[config.mk]
export PLATFORM = sky130hd
export DESIGN_NAME = spi_ram_arbiter_flat
export DESIGN_NICKNAME = d
export VERILOG_FILES = /design/src/rtl/spi_ram_arbiter_if.sv /design/src/rtl/spi_ram_arbiter.sv /design/src/flat_wrapper.sv
export SDC_FILE = /design/constraint.sdc
export NUM_CORES = 1
export LEC_CHECK = 0
export ABC_AREA = 1
export CAP_MARGIN = 10
export CORE_MARGIN = 5
export CORE_UTILIZATION = 50
export DETAILED_ROUTE_END_ITERATION = 12
export GPL_TIMING_DRIVEN = 0
export PLACE_DENSITY = 0.84
export RECOVER_POWER = 100
export SYNTH_ARGS = -nofsm -noshare
export SYNTH_HDL_FRONTEND = slang
export SYNTH_SLANG_ARGS = --single-unit
[constraint.sdc]
create_clock -name clk -period 1.26 [get_ports clk]
set_input_delay 0.252 -clock clk [delete_from_list [all_inputs] [get_ports clk]]
set_output_delay 0.252 -clock clk [all_outputs]
set_load 0.02 [all_outputs]
[src/rtl/spi_ram_arbiter_if.sv]
// Signal bundle between the SPI/RAM arbiter, its SPI slave, the local host and the RAM.
// The arbiter uses the slave modport; the surrounding environment uses master.
interface spi_ram_arbiter_if #(
  parameter int ADDR_SIZE = 8
);
  logic [9:0]           rx_data;
  logic                 rx_valid;
  logic [9:0]           tx_data;
  logic                 tx_valid;
  logic                 spi_drop;
  logic                 host_req;
  logic                 host_we;
  logic [ADDR_SIZE-1:0] host_addr;
  logic [7:0]           host_wdata;
  logic                 host_gnt;
  logic [7:0]           host_rdata;
  logic                 host_rvalid;
  logic                 ram_en;
  logic                 ram_we;
  logic [ADDR_SIZE-1:0] ram_addr;
  logic [7:0]           ram_din;
  logic [7:0]           ram_dout;

  modport slave (
    input  rx_data, rx_valid, host_req, host_we, host_addr, host_wdata, ram_dout,
    output tx_data, tx_valid, spi_drop, host_gnt, host_rdata, host_rvalid,
           ram_en, ram_we, ram_addr, ram_din
  );

  modport master (
    output rx_data, rx_valid, host_req, host_we, host_addr, host_wdata, ram_dout,
    input  tx_data, tx_valid, spi_drop, host_gnt, host_rdata, host_rvalid,
           ram_en, ram_we, ram_addr, ram_din
  );
endinterface

[src/rtl/spi_ram_arbiter.sv]
// Shares one single-port RAM between SPI command frames and a local host,
// round-robin on ties, with a one-deep SPI request slot.
module spi_ram_arbiter #(
  parameter int MEM_DEPTH = 256,
  parameter int ADDR_SIZE = 8
) (
  input  logic               clk,
  input  logic               rst_n,
  spi_ram_arbiter_if.slave   bus
);

  if (MEM_DEPTH > (1 << ADDR_SIZE)) begin : g_depth_check
    $error("spi_ram_arbiter: MEM_DEPTH does not fit in ADDR_SIZE address bits");
  end

  typedef enum logic [1:0] {IDLE, ACCESS, RESP} state_t;
  typedef enum logic {GNT_HOST, GNT_SPI} grant_t;
  typedef enum logic [1:0] {
    CMD_LOAD_WR = 2'b00,
    CMD_WRITE   = 2'b01,
    CMD_LOAD_RD = 2'b10,
    CMD_READ    = 2'b11
  } cmd_t;

  state_t               state;
  grant_t               last_grant;
  grant_t               winner;
  logic                 slot_full;
  logic                 slot_we;
  logic [ADDR_SIZE-1:0] slot_addr;
  logic [7:0]           slot_data;
  logic [ADDR_SIZE-1:0] wr_addr;
  logic [ADDR_SIZE-1:0] rd_addr;

  cmd_t rx_cmd;
  logic rx_access;
  logic slot_grant;
  logic spi_wins;

  assign rx_cmd     = cmd_t'(bus.rx_data[9:8]);
  assign rx_access  = bus.rx_valid && rx_cmd[0];
  // The slot frees in the very cycle it is presented to the RAM, so a new
  // access command arriving then takes its place instead of being dropped.
  assign slot_grant = (state == ACCESS) && (winner == GNT_SPI);
  assign spi_wins   = slot_full && (!bus.host_req || last_grant == GNT_HOST);

  // NOTE: all state below uses non-blocking assignments so every register sees
  // the pre-edge value of every other register, whatever the statement order.
  always_ff @(posedge clk or negedge rst_n) begin
    if (!rst_n) begin
      state           <= IDLE;
      last_grant      <= GNT_HOST;
      winner          <= GNT_HOST;
      slot_full       <= 1'b0;
      slot_we         <= 1'b0;
      slot_addr       <= '0;
      slot_data       <= '0;
      wr_addr         <= '0;
      rd_addr         <= '0;
      bus.tx_data     <= '0;
      bus.tx_valid    <= 1'b0;
      bus.spi_drop    <= 1'b0;
      bus.host_gnt    <= 1'b0;
      bus.host_rdata  <= '0;
      bus.host_rvalid <= 1'b0;
      bus.ram_en      <= 1'b0;
      bus.ram_we      <= 1'b0;
      bus.ram_addr    <= '0;
      bus.ram_din     <= '0;
    end else begin
      bus.tx_valid    <= 1'b0;
      bus.host_rvalid <= 1'b0;
      bus.spi_drop    <= 1'b0;

      if (bus.rx_valid && rx_cmd == CMD_LOAD_WR) wr_addr <= bus.rx_data[ADDR_SIZE-1:0];
      if (bus.rx_valid && rx_cmd == CMD_LOAD_RD) rd_addr <= bus.rx_data[ADDR_SIZE-1:0];

      if (slot_grant) slot_full <= 1'b0;
      if (rx_access) begin
        if (slot_full && !slot_grant) begin
          bus.spi_drop <= 1'b1;
        end else begin
          slot_full <= 1'b1;
          slot_we   <= (rx_cmd == CMD_WRITE);
          slot_addr <= (rx_cmd == CMD_WRITE) ? wr_addr : rd_addr;
          slot_data <= bus.rx_data[7:0];
        end
      end

      unique case (state)
        IDLE: begin
          if (slot_full || bus.host_req) begin
            state      <= ACCESS;
            bus.ram_en <= 1'b1;
            if (spi_wins) begin
              winner       <= GNT_SPI;
              last_grant   <= GNT_SPI;
              bus.ram_we   <= slot_we;
              bus.ram_addr <= slot_addr;
              bus.ram_din  <= slot_data;
            end else begin
              winner       <= GNT_HOST;
              last_grant   <= GNT_HOST;
              bus.ram_we   <= bus.host_we;
              bus.ram_addr <= bus.host_addr;
              bus.ram_din  <= bus.host_wdata;
              bus.host_gnt <= 1'b1;
            end
          end
        end
        ACCESS: begin
          bus.ram_en   <= 1'b0;
          bus.ram_we   <= 1'b0;
          bus.host_gnt <= 1'b0;
          state        <= bus.ram_we ? IDLE : RESP;
        end
        RESP: begin
          if (winner == GNT_SPI) begin
            bus.tx_valid <= 1'b1;
            bus.tx_data  <= {2'b00, bus.ram_dout};
          end else begin
            bus.host_rvalid <= 1'b1;
            bus.host_rdata  <= bus.ram_dout;
          end
          state <= IDLE;
        end
        default: state <= IDLE;
      endcase
    end
  end

endmodule

[src/flat_wrapper.sv]
// flat-port wrapper written by rule: the top's interface ports become plain ports
module spi_ram_arbiter_flat 
#(
  parameter int MEM_DEPTH = 256,
  parameter int ADDR_SIZE = 8
)
  (clk, rst_n, bus_rx_data, bus_rx_valid, bus_host_req, bus_host_we, bus_host_addr, bus_host_wdata, bus_ram_dout, bus_tx_data, bus_tx_valid, bus_spi_drop, bus_host_gnt, bus_host_rdata, bus_host_rvalid, bus_ram_en, bus_ram_we, bus_ram_addr, bus_ram_din);
  spi_ram_arbiter_if #(.ADDR_SIZE(ADDR_SIZE)) bus_i ();
  input  logic clk;
  input  logic rst_n;
  input wire logic [$bits(bus_i.rx_data)-1:0] bus_rx_data;
  input wire logic [$bits(bus_i.rx_valid)-1:0] bus_rx_valid;
  input wire logic [$bits(bus_i.host_req)-1:0] bus_host_req;
  input wire logic [$bits(bus_i.host_we)-1:0] bus_host_we;
  input wire logic [$bits(bus_i.host_addr)-1:0] bus_host_addr;
  input wire logic [$bits(bus_i.host_wdata)-1:0] bus_host_wdata;
  input wire logic [$bits(bus_i.ram_dout)-1:0] bus_ram_dout;
  output wire logic [$bits(bus_i.tx_data)-1:0] bus_tx_data;
  output wire logic [$bits(bus_i.tx_valid)-1:0] bus_tx_valid;
  output wire logic [$bits(bus_i.spi_drop)-1:0] bus_spi_drop;
  output wire logic [$bits(bus_i.host_gnt)-1:0] bus_host_gnt;
  output wire logic [$bits(bus_i.host_rdata)-1:0] bus_host_rdata;
  output wire logic [$bits(bus_i.host_rvalid)-1:0] bus_host_rvalid;
  output wire logic [$bits(bus_i.ram_en)-1:0] bus_ram_en;
  output wire logic [$bits(bus_i.ram_we)-1:0] bus_ram_we;
  output wire logic [$bits(bus_i.ram_addr)-1:0] bus_ram_addr;
  output wire logic [$bits(bus_i.ram_din)-1:0] bus_ram_din;
  assign bus_i.rx_data = bus_rx_data;
  assign bus_i.rx_valid = bus_rx_valid;
  assign bus_i.host_req = bus_host_req;
  assign bus_i.host_we = bus_host_we;
  assign bus_i.host_addr = bus_host_addr;
  assign bus_i.host_wdata = bus_host_wdata;
  assign bus_i.ram_dout = bus_ram_dout;
  assign bus_tx_data = bus_i.tx_data;
  assign bus_tx_valid = bus_i.tx_valid;
  assign bus_spi_drop = bus_i.spi_drop;
  assign bus_host_gnt = bus_i.host_gnt;
  assign bus_host_rdata = bus_i.host_rdata;
  assign bus_host_rvalid = bus_i.host_rvalid;
  assign bus_ram_en = bus_i.ram_en;
  assign bus_ram_we = bus_i.ram_we;
  assign bus_ram_addr = bus_i.ram_addr;
  assign bus_ram_din = bus_i.ram_din;
  spi_ram_arbiter #(.MEM_DEPTH(MEM_DEPTH), .ADDR_SIZE(ADDR_SIZE)) u_core (.clk(clk), .rst_n(rst_n), .bus(bus_i));
endmodule
==> results.cfg, run 1 <==
[finish]
drive_gt1_share_pct = 21.3
diodes = 0
sequential_cell_area_sq_um = 1880
footprint_of_the_multi_input_gates_sq_um = 1230
most-common-layout-cells = nand2_1, dfrtp_1, nand3_1
layoutNonFillerInstCount = 571
area_growth_syn_to_layout_pct = 35.2
final.fill_count = 516
final_design_area_no_fill_sq_um = 4520
final_util_pct = 70.4
most_common_cell_after_layout_fill_and_taps_aside = nand2_1
final_net_count = 528

[sta]
final_period_minus_worst_setup_slack_ps = 1290
tightestPinTransition_ps = 1000
finalHoldViolCount = 0
slew-limit-headroom_pct = 33.1
rsz_0062_raised_after_global_routing = true
setup_slack_ps = -33.9
finalHoldWorstSlack_ps = 92.1
clock-skew-final_ps = 9.27
setup_violation_total_in_the_final_timing_report = 6
post-route-period-util_pct = 103
fmaxAchievable_mhz = 773
finalMaxSlewViolations = 0

[run_status]
failed_checks = negative setup slack
run_status = complete, but fails checks

[synth]
yosysSeqAreaShare_pct = 56.1
synth_cells = 389
yosys_warnings = 0
syn-cell-area_sq_um = 3340
postSynthAreaPerCell_sq_um = 8.60
ys_types = 18
synth_seq_cells = 75

[floorplan]
die-area_sq_um = 8420
placement_rows = 29
core_area_sq_um = 6420
initial_core_util_pct = 52.1
floorplan.io_pins = 79
die_h_um = 91.8
die_x_um = 91.8

[place]
dp.final_hpwl_um = 5700
globalplace.congestion = 0.847
dpl_cell_area_sq_um = 4200
detailedPlace.worstSlack_ps = -424
post-place-cells = 543
number_of_buffer_cells_added_on_primary_ports = 76

[setup_path]
crit_required_ps = 1520
worstSetupStartpointType = primary input
critPathMaxFanout = 10
crit_type = in -> reg
end_kind = flip-flop
cp_data_arrival_time_ps = 1550

[clock_network]
cts_buffers = 9
max-clock-path-buffers = 2
worstSkewPairLatency_ps = 350
cts.reportedPaths.clkPinSlew_ps = 80
ctsHtreeMaxLevel = 3
tritoncts_num_sinks = 75
cts_hold_buf = 0
cts_tree = done
ctsRootBufferMaster = clkbuf_8

[detailed_routing]
postRouteWirelength_um = 8710
detailedRoute.firstPassIterationCount = 4
drc = 0
drt-initial-drc-count = 194
drt-wirelength-per-cell_um = 15.3
ant_nets = 0
detailroute.via_count = 2988
vias_per_cell = 5.23

[worst_hold_path]
timing.hold.worst.class = in -> async

[power_and_ir_drop]
ir_drop_mv = 1.28
swShare_pct = 39.9
p_int_mw = 6.96
power_frac_clock_pct = 19.6
power_density_nw_per_um2 = 2560
leakage_power_nw = 2.42
pwr-share-comb_pct = 45.8
switchingPower_mw = 4.62
power.share.sequential_pct = 34.6

[global_route]
grt_start_max_net_pins = 76
grt_pass1_vias = 2887
grt_use_total_pct = 20.5
antenna_found_initial = 0
grt_pass1_wl_um = 13800
grt_overflow_total = 0

[job]
maxCapViolCount = 0
## worst paths after layout
| path | startpoint | to | slack, ps | cells after the start |
|---|---|---|---|---|
| max reg2reg | u_core.state[1] | u_core.slot_data[0] | 0 | 7 |
| max in group asynchronous | rst_n | u_core.winner | 460 | 1 |
| min in group clk | u_core.slot_data[1] | u_core.slot_data[1] | 470 | 2 |
| min reg2reg | u_core.slot_data[1] | u_core.slot_data[1] | 470 | 2 |
| max | bus_rx_data[8] | u_core.rd_addr[4] | -30 | 6 |
| min | rst_n | u_core.slot_addr[3] | 90 | 1 |
## power groups by stage
stage | clock (mW) | sequential, mW | combinational [mW]
floorplan | 0 | 4.58 | 2.39
CTS | 2.29 | 3.96 | 4.91
finish | 2.27 | 4.01 | 5.30
detailed placement | 0 | 3.99 | 5.00
global placement | 0 | 3.95 | 4.83
global route | 2.40 | 4.11 | 5.84
## kinds of logic after synthesis
| family | after synthesis | synth area share, % |
|---|---|---|
| compound gates | 36 | 5.46 |
| buf+inv | 61 | 9.46 |
| simple gates | 216 | 28.8 |
| flops | 75 | 56.1 |
| other cells | 1 | 0.112 |
## flip-flops by register name (all words and copies together) (netlist names), 8 cells and up
signal and flops:
u_core.bus.ram_din 8, u_core.bus.host_rdata 8, u_core.rd_addr 8, u_core.bus.tx_data 8, u_core.slot_data 8, u_core.slot_addr 8, u_core.wr_addr 8, u_core.bus.ram_addr 8
## synthesized netlist by cell type, drive strengths merged
master | number | area [sq um]
o21ai | 35 | 175
nand2 | 145 | 557
conb | 1 | 3.75
buf | 19 | 159
inv | 42 | 158
nand3 | 48 | 250
a21boi | 1 | 7.51
nor2 | 6 | 30.0
dfrtp | 75 | 1880
nand3b | 17 | 128
## layout make-up
class                      instances  share of cell area [%]
timing repair buffer              89                    16.1
clock buffer                      10                    3.04
tap                               77                    2.13
buffer                            18                    3.90
inverter                          42                    3.54
clock inverter                     6                    2.49
sequential                        75                    41.6
multi-input combinational        254                    27.2
## stage by stage
stage / power, mW / setup TNS [ps]
2_1_floorplan: 6.97 / 0
3_3_place_gp: 8.79 / -204650
3_5_place_dp: 9.00 / -16220
4_1_cts: 11.2 / -94.3
5_1_grt: 12.4 / -1900
6_report: 11.6 / -70.8
## worst max-delay path, stage by stage
cell and delay, ps:
clkdlybuf4s50_1 450, buf_6 160, inv_1 120, nand3_2 180, buf_6 200, o21ai_0 180
## metal layers
layer / GRT usage [%] / vias to the layer above / wire length (um)
li1: - / 1426 / -
met4: 10.4 / 0 / 183
met2: 34.3 / 95 / 4400
met1: 25.0 / 1448 / 3570
met5: 0 / - / 0
met3: 4.42 / 19 / 557
## what timing repair did
action | 4_1_cts | 5_1_grt
hold endpoints to repair | 0 | 0
setup endpoints to repair | 73 | 80
pin swaps | 1 | 4
gates resized for setup | 135 | 45
gates cloned | 0 | 1
buffers inserted | 2 | 10
Note: power is estimated with default switching activity, not from simulation.
==> run 2: changes to the inputs <==
- GPL_TIMING_DRIVEN: 0 -> default
- SKIP_LAST_GASP: default -> 1
==> run 2 against run 1 <==
Clock-buffer cell count decreased by 1. The flow now finishes without violations. Largest power group unchanged. Total power decreased by 6.3%. Worst setup slack improved by 81 ps. Critical path type is now reg -> out. Largest cell class unchanged. Global-route usage decreased by 0.67 points. Flip-flop and latch count unchanged. Combinational power decreased by 13%.
==> results.cfg, run 2 (synthesis gave the netlist of run 1 again) <==
[setup_path]
crit_type = reg -> out
worst_setup_path_startpoint = u_core.bus.host_rvalid
critPathMaxFanout = 1
crit_slowest_cell = dfrtp_1
beginning_of_the_worst_register_to_register_path = u_core.state[0]
cp_data_arrival_time_ps = 960
worstSetupStartpointType = flip-flop
timing.critical_path.buf_inv = 1
crit_path_cell_trace = clkdlybuf4s15_2
delay_contributed_by_the_slowest_stage_of_the_critical_path_ps = 370
path_delay_family = flip-flops
crit_required_ps = 1010
end_kind = primary output

[worst_hold_path]
timing.hold.worst.class = in -> async

[floorplan]
floorplan.io_pins = 79
die_x_um = 91.8
die_h_um = 91.8
placement_rows = 29
die-area_sq_um = 8420
core_area_sq_um = 6420
initial_core_util_pct = 52.1

[finish]
most_common_cell_after_layout_fill_and_taps_aside = nand2_1
drive_gt1_share_pct = 17.7
diodes = 0
final_net_count = 519
area_growth_syn_to_layout_pct = 30.0
most-common-layout-cells = nand2_1, dfrtp_1, nand3_1

[sta]
finalMaxSlewViolations = 0
finalHoldViolCount = 0
post-route-period-util_pct = 96.3
setup_violation_total_in_the_final_timing_report = 0
slew-limit-headroom_pct = 61.7
tightestPinTransition_ps = 575
fmaxAchievable_mhz = 824
rsz_0062_raised_after_global_routing = true
finalHoldWorstSlack_ps = 432
clock-skew-final_ps = 8.61
final_period_minus_worst_setup_slack_ps = 1210

[clock_network]
cts_buffers = 9
ctsHtreeMaxLevel = 3
cts.reportedPaths.clkPinSlew_ps = 80
max-clock-path-buffers = 2
cts_tree = done
tritoncts_num_sinks = 75
worstSkewPairLatency_ps = 350
ctsRootBufferMaster = clkbuf_8

[detailed_routing]
detailedRoute.firstPassIterationCount = 4
detailroute.via_count = 2884
ant_nets = 0
postRouteWirelength_um = 8110
vias_per_cell = 5.13
drc = 0
drt-initial-drc-count = 140
drt-wirelength-per-cell_um = 14.4

[job]
maxCapViolCount = 0

[global_route]
grt_pass1_wl_um = 13300
grt_pass1_vias = 2917
grt_overflow_total = 0
grt_start_max_net_pins = 21
grt_use_total_pct = 19.8
antenna_found_initial = 0

[run_status]
run_status = complete, no violations

[power_and_ir_drop]
finalPower_mw = 10.8
ir_drop_mv = 1.26
power_density_nw_per_um2 = 2490
leakage_power_nw = 2.35

[place]
number_of_buffer_cells_added_on_primary_ports = 76
dp.final_hpwl_um = 5720
globalplace.congestion = 0.792
==> run 2: metrics by stage <==
stage / instance area [sq um] / worst slack (ps) / TNS [ps] / instances / util [%]
2_1_floorplan: 3350 / 172 / 0 / 390 / -
5_1_grt: 4350 / -62.1 / -516 / 562 / 67.7
6_report: 4350 / 46.9 / 0 / 562 / 67.7
3_3_place_gp: 4210 / -213 / -9130 / 543 / 65.6
4_1_cts: 4450 / -65.5 / -65.5 / 561 / 69.2
3_5_place_dp: 4210 / -309 / -11190 / 543 / 65.6
==> run 2: repair_timing <==
item / 4_1_cts / 5_1_grt
hold buffers: 1 / 0
cloned: 0 / 0
endpoints found under the setup margin: 55 / 44
hold endpoints to repair: 16 / 0
pin swaps: 1 / 0
gates resized for setup: 126 / 30
setup buffers: 1 / 1
==> run 2: layout make-up <==
type,count,area (sq um)
Fill cell,507,2080
Sequential cell,75,1880
Clock buffer,9,124
Tap cell,77,96.3
Clock inverter,7,116
Timing Repair Buffer,98,797
Multi-Input combinational cell,254,1180
Inverter,42,158
==> run 2: worst register-to-register path, cell delays in order, from the launching register on <==
cell,delay (ps)
dfrtp_1,450
nor2_1,190
o21ai_1,130
buf_4,200
nand2_1,60
o21ai_0,70
==> run 2: per-layer routing <==
metal  track usage (%)  wire length, um
met5                 0                0
met4              8.42              144
met1              24.8             3350
met2              32.6             4120
met3              5.07              495
==> run 2: worst paths after layout <==
check	end	slack (ps)	depth (start not counted)
worst max-delay path	bus_host_rvalid	50	1
worst min-delay path	u_core.bus.ram_addr[4]	430	2
worst max register to register	u_core.winner	50	5
worst min register to register	u_core.slot_data[1]	470	2
max in group asynchronous	u_core.rd_addr[3]	170	3
min in group clk	u_core.slot_data[1]	470	2
==> run 2: power breakdown <==
part | leakage, nW | switching (mW) | internal (mW)
clock | 0.119 | 0.904 | 1.31
sequential | 0.935 | 0.599 | 3.40
combinational | 1.30 | 2.86 | 1.77
total | 2.35 | 4.36 | 6.48
